**config.mk**
```make
export PLATFORM = sky130hd
export DESIGN_NAME = round_key_loader
export DESIGN_NICKNAME = d
export VERILOG_FILES = /design/src/rtl/round_key_loader.sv
export SDC_FILE = /design/constraint.sdc
export NUM_CORES = 2
export LEC_CHECK = 0
export BUFFER_PORTS_ARGS = -buffer_cell sky130_fd_sc_hd__buf_2
export CORE_AREA = 2 2 469 471
export CTS_CLUSTER_DIAMETER = 100
export DETAILED_ROUTE_END_ITERATION = 8
export DIE_AREA = 0 0 471 473
export GPL_ROUTABILITY_DRIVEN = 1
export PLACE_DENSITY_LB_ADDON = 0.25
export SLEW_MARGIN = 20
export SYNTH_ARGS = -nofsm -noshare
export SYNTH_HDL_FRONTEND = slang
export SYNTH_SLANG_ARGS = --single-unit
```
**constraint.sdc**
```tcl
create_clock -name clk -period 4.35 [get_ports clk]
set_input_delay 0.435 -clock clk [delete_from_list [all_inputs] [get_ports clk]]
set_output_delay 0.435 -clock clk [all_outputs]
set_load 0.02 [all_outputs]
```
**src/rtl/round_key_loader.sv**
```systemverilog
// Round key loader: collects 24 round keys of 48 bits from the key-expansion
// unit into a packed bank. It then serves that bank to a consumer as four groups
// of six keys. The consumer advances through the groups with a step pulse.
//
// Handshake on the key input: a key is transferred on a rising edge where
// key_valid and key_ready are both 1. key_ready depends only on the state and
// on rst, never on key_valid. The producer may hold or change key_in freely
// while key_ready is 0.
module round_key_loader (
    input  logic           clk,
    input  logic           rst,
    input  logic [47:0]    key_in,
    input  logic           key_valid,
    output logic           key_ready,
    input  logic           step,
    output logic [1151:0]  round_keys,
    output logic [1:0]     count,
    output logic           keys_full,
    output logic           group_done,
    output logic           fsm_state
);

    typedef enum logic {
        LOAD  = 1'b0,
        SERVE = 1'b1
    } state_t;

    state_t      state;
    state_t      next_state;
    logic [4:0]  idx;
    logic        accept;
    logic        last_key;
    logic        last_group;
    logic [10:0] slot_base;

    // Handshake, slot address and next-state decode.
    // key_ready is 0 during reset, so a key cannot be accepted in that cycle.
    always_comb begin
        next_state = state;
        key_ready  = (state == LOAD) && !rst;
        keys_full  = (state == SERVE);
        accept     = key_valid && key_ready;
        last_key   = (idx == 5'd23);
        last_group = (state == SERVE) && step && (count == 2'd3);
        // Key k is stored at the top of the bus, so slot k starts at bit 48*(23-k).
        slot_base  = 11'(5'd23 - idx) * 11'd48;
        case (state)
            LOAD:    if (accept && last_key) next_state = SERVE;
            SERVE:   if (last_group)         next_state = LOAD;
            default: next_state = LOAD;
        endcase
    end

    // Expose the FSM state for observation.
    always_comb begin
        fsm_state = state;
    end

    // State register.
    always_ff @(posedge clk) begin
        if (rst) state <= LOAD;
        else     state <= next_state;
    end

    // Load index and key bank. The bank is not cleared between loads.
    // A new load overwrites the slots in index order.
    always_ff @(posedge clk) begin
        if (rst) begin
            idx        <= 5'd0;
            round_keys <= '0;
        end else if (accept) begin
            round_keys[slot_base +: 48] <= key_in;
            idx <= last_key ? 5'd0 : idx + 5'd1;
        end
    end

    // Group counter and end-of-bank pulse. Steps in LOAD are ignored.
    always_ff @(posedge clk) begin
        if (rst) begin
            count      <= 2'd0;
            group_done <= 1'b0;
        end else begin
            group_done <= last_group;
            if (state == SERVE && step) begin
                count <= (count == 2'd3) ? 2'd0 : count + 2'd1;
            end
        end
    end

endmodule

```
==> run metrics <==
DRT Pass-1 Iters=6; routed vias/inst=5.06; status=finished, final reports clean; all-layer global routing usage=approximately a quarter; initial antenna violation count=27; ratio of cells with drive above 1 in the final layout=a little under a third; setup tns final=0 ns; Ports=between 1000 and 1500; syn_nets=roughly 5400; sequential element share of the synthesized area=about half; Die ar.=around 220000 sq um; first-pass GRT wire length=approximately 390 mm; Horiz. Die Dim=471 microns; Synth Instances=between 5000 and 6000; Post-synth EDFFs=0; worst slew pin tran=around 1.2 ns; placed cell count=9291; clock root cell=clkbuf_16; Setup CP Type=flip-flop to flip-flop; DRC errors left=0; CTS tree=built; synthesized flop and latch total=1161; Max Slew Vio Count=0; filler-free cell count of the finished design=9567; Hold Crit Class=input pin to flip-flop; Period minus WS final=around 4.3 ns; clock latency on the worst-skew pair=between 0.8 and 0.9 ns; CTS H-Tree Depth=4; crit-path max FO=32; VDD IR max=0.000439 V; RD Place Congestion=0.898; Rows=about 170; endpoints failing setup=0; Synth Flop Type=dfxtp_1; reg2reg start=idx[1]; DP Wirelength=~220 mm; slew margin rel.=22.7%; via count=between 40000 and 50000; Clock Path Buffers=3; leakage=around 25 nW; P&R area growth vs syn=33.9%; Power, Total=between 0.02 and 0.03 W; CP Data Required Time=5.06 ns; RSZ-0062 raised after global routing=false; final-report hold violation count=0; CP Capture Type=flip-flop; Synth cell types=between 90 and 100; largest net degree at the start of global routing=200; average size of a mapped cell=between 8 and 9 sq um; Clock Pin Slew Worst Setup and Hold Paths=around 0.060 ns; Power Density=around 420 nW/um^2; warnings from Yosys=0; WL final=between 200 and 300 mm; period utilization=98.5%; Fmax=approximately 230 MHz; worst hold margin=around 0.15 ns; CP Launch Point=idx[1]; vias in the first global route=45400; synthesized area=47200 sq um; core area=~220000 sq um; CTS Buf Count=~140; die height=roughly 470 microns; drt initial violations=between 4000 and 5000; max-cap check violation count=0; DRT antenna net count=0; Worst Min Path Start=key_in[35]; Post-synth ARST share=0%; wire per inst=a little over 30 microns; Port Buffers=1209; Critical Path AT=about 5.0 ns; Worst Skew=around 0.031 ns; # nets final=6642; Clock Sinks=~1200; GRT overflow=0; startpoint types=flip-flop; Starting Density=21.6%
[registers in the layout, summed over array words and instances (netlist names)]
name,count
count,2
fsm_state,1
group_done,1
idx,5
round_keys,1152
[cells in the final DEF, fill, tap and decap left out, types with 113 or more instances in the layout]
master / instances
nor3_1: 113
dfxtp_1: 1159
clkbuf_16: 145
a211oi_1: 406
nand2_1: 532
o21ai_0: 192
a21oi_1: 572
nand3_1: 349
buf_2: 1208
buf_4: 350
mux2i_1: 168
nor2_1: 599
[critical path, stage by stage (launching register included)]
cell and delay [ns]:
dfxtp_1 0.41, inv_1 0.15, ha_4 0.24, fa_2 0.46
xnor2_4 0.32, buf_4 0.25, nand2_2 0.20, xnor3_2 0.48
buf_4 0.26, nand2_1 0.26, or3_1 0.43, buf_4 0.25
or3_1 0.34, a21oi_1 0.13
[power breakdown]
| part | internal [W] | switching, W |
|---|---|---|
| registers | 0.0107 | 0.0000375 |
| logic | 0.000777 | 0.00288 |
| clock network | 0.00726 | 0.00505 |
[routing by layer]
metal  track usage, %  share of wire (%)
met3             7.74                9.1
met2             41.1                 47
met1             30.6                 41
met5                0              0.012
met4             8.36                3.5
[kinds of logic after synthesis]
kind of cell / after synthesis / share of synthesized area [%]
buf+inv: 551 / 4.90
mux: 197 / 4.26
flops: 1161 / 49.3
simple gates: 1843 / 17.6
xor+xnor: 14 / 0.448
fa+ha+maj: 13 / 0.361
compound gates: 1605 / 23.2
[per-stage QoR]
stage,instance area [sq um],util [%],setup slack [ns]
floorplan,47200,-,0.0106
CTS,63000,28.9,0.0100
global route,63100,28.9,0.00257
detailed placement,58200,26.7,0.0411
finish,63200,28.9,0.0647
global placement,58100,26.6,-0.0585
[final timing paths]
| path | to | slack [ns] | depth (start not counted) |
|---|---|---|---|
| worst min register to register | round_keys[854] | 0.45 | 2 |
| worst max-delay path | round_keys[503] | 0.06 | 13 |
| worst max register to register | round_keys[503] | 0.06 | 13 |
| worst min-delay path | round_keys[35] | 0.15 | 3 |
[cell type report]
type / instances / area, sq um
fillers: 23500 / 155000
flip-flops and latches: 1161 / 23200
multi-input cells: 3672 / 22200
repair buffers: 1587 / 9220
clock buffers: 198 / 4050
well taps: 2871 / 3590
clock inverters: 55 / 742
inverters: 12 / 47.5
diodes: 11 / 27.5
[synthesized netlist by cell type (18+ instances only)]
cell type  count  area [sq um]
nor2b_1       20           125
nand2_1      534          2000
or3_1         49           307
nor2_1       611          2290
a21oi_1      579          2900
and2_1        21           131
a22oi_1       62           465
a32oi_1       59           517
a211oi_1     408          3060
a22o_1        20           175
a211oi_2      18           225
o21ai_0      198           991
clkbuf_1     381          1430
o31ai_1       24           180
nand4_1       49           307
nor3_1       121           606
mux2i_1      168          1680
mux2_2        28           315
buf_1         28           105
dfxtp_1     1161         23200
buf_2        104           521
a2bb2oi_1     20           175
a31oi_1       24           150
buf_4         20           150
nand3_1      349          1750
[what timing repair did]
item,in CTS,in global routing
hold buffers,1,0
endpoints found under the setup margin,0,443
buffers inserted,0,10
endpoints found under the hold margin,2,0
resized for setup,0,12
(Power assumes the default switching activity.)
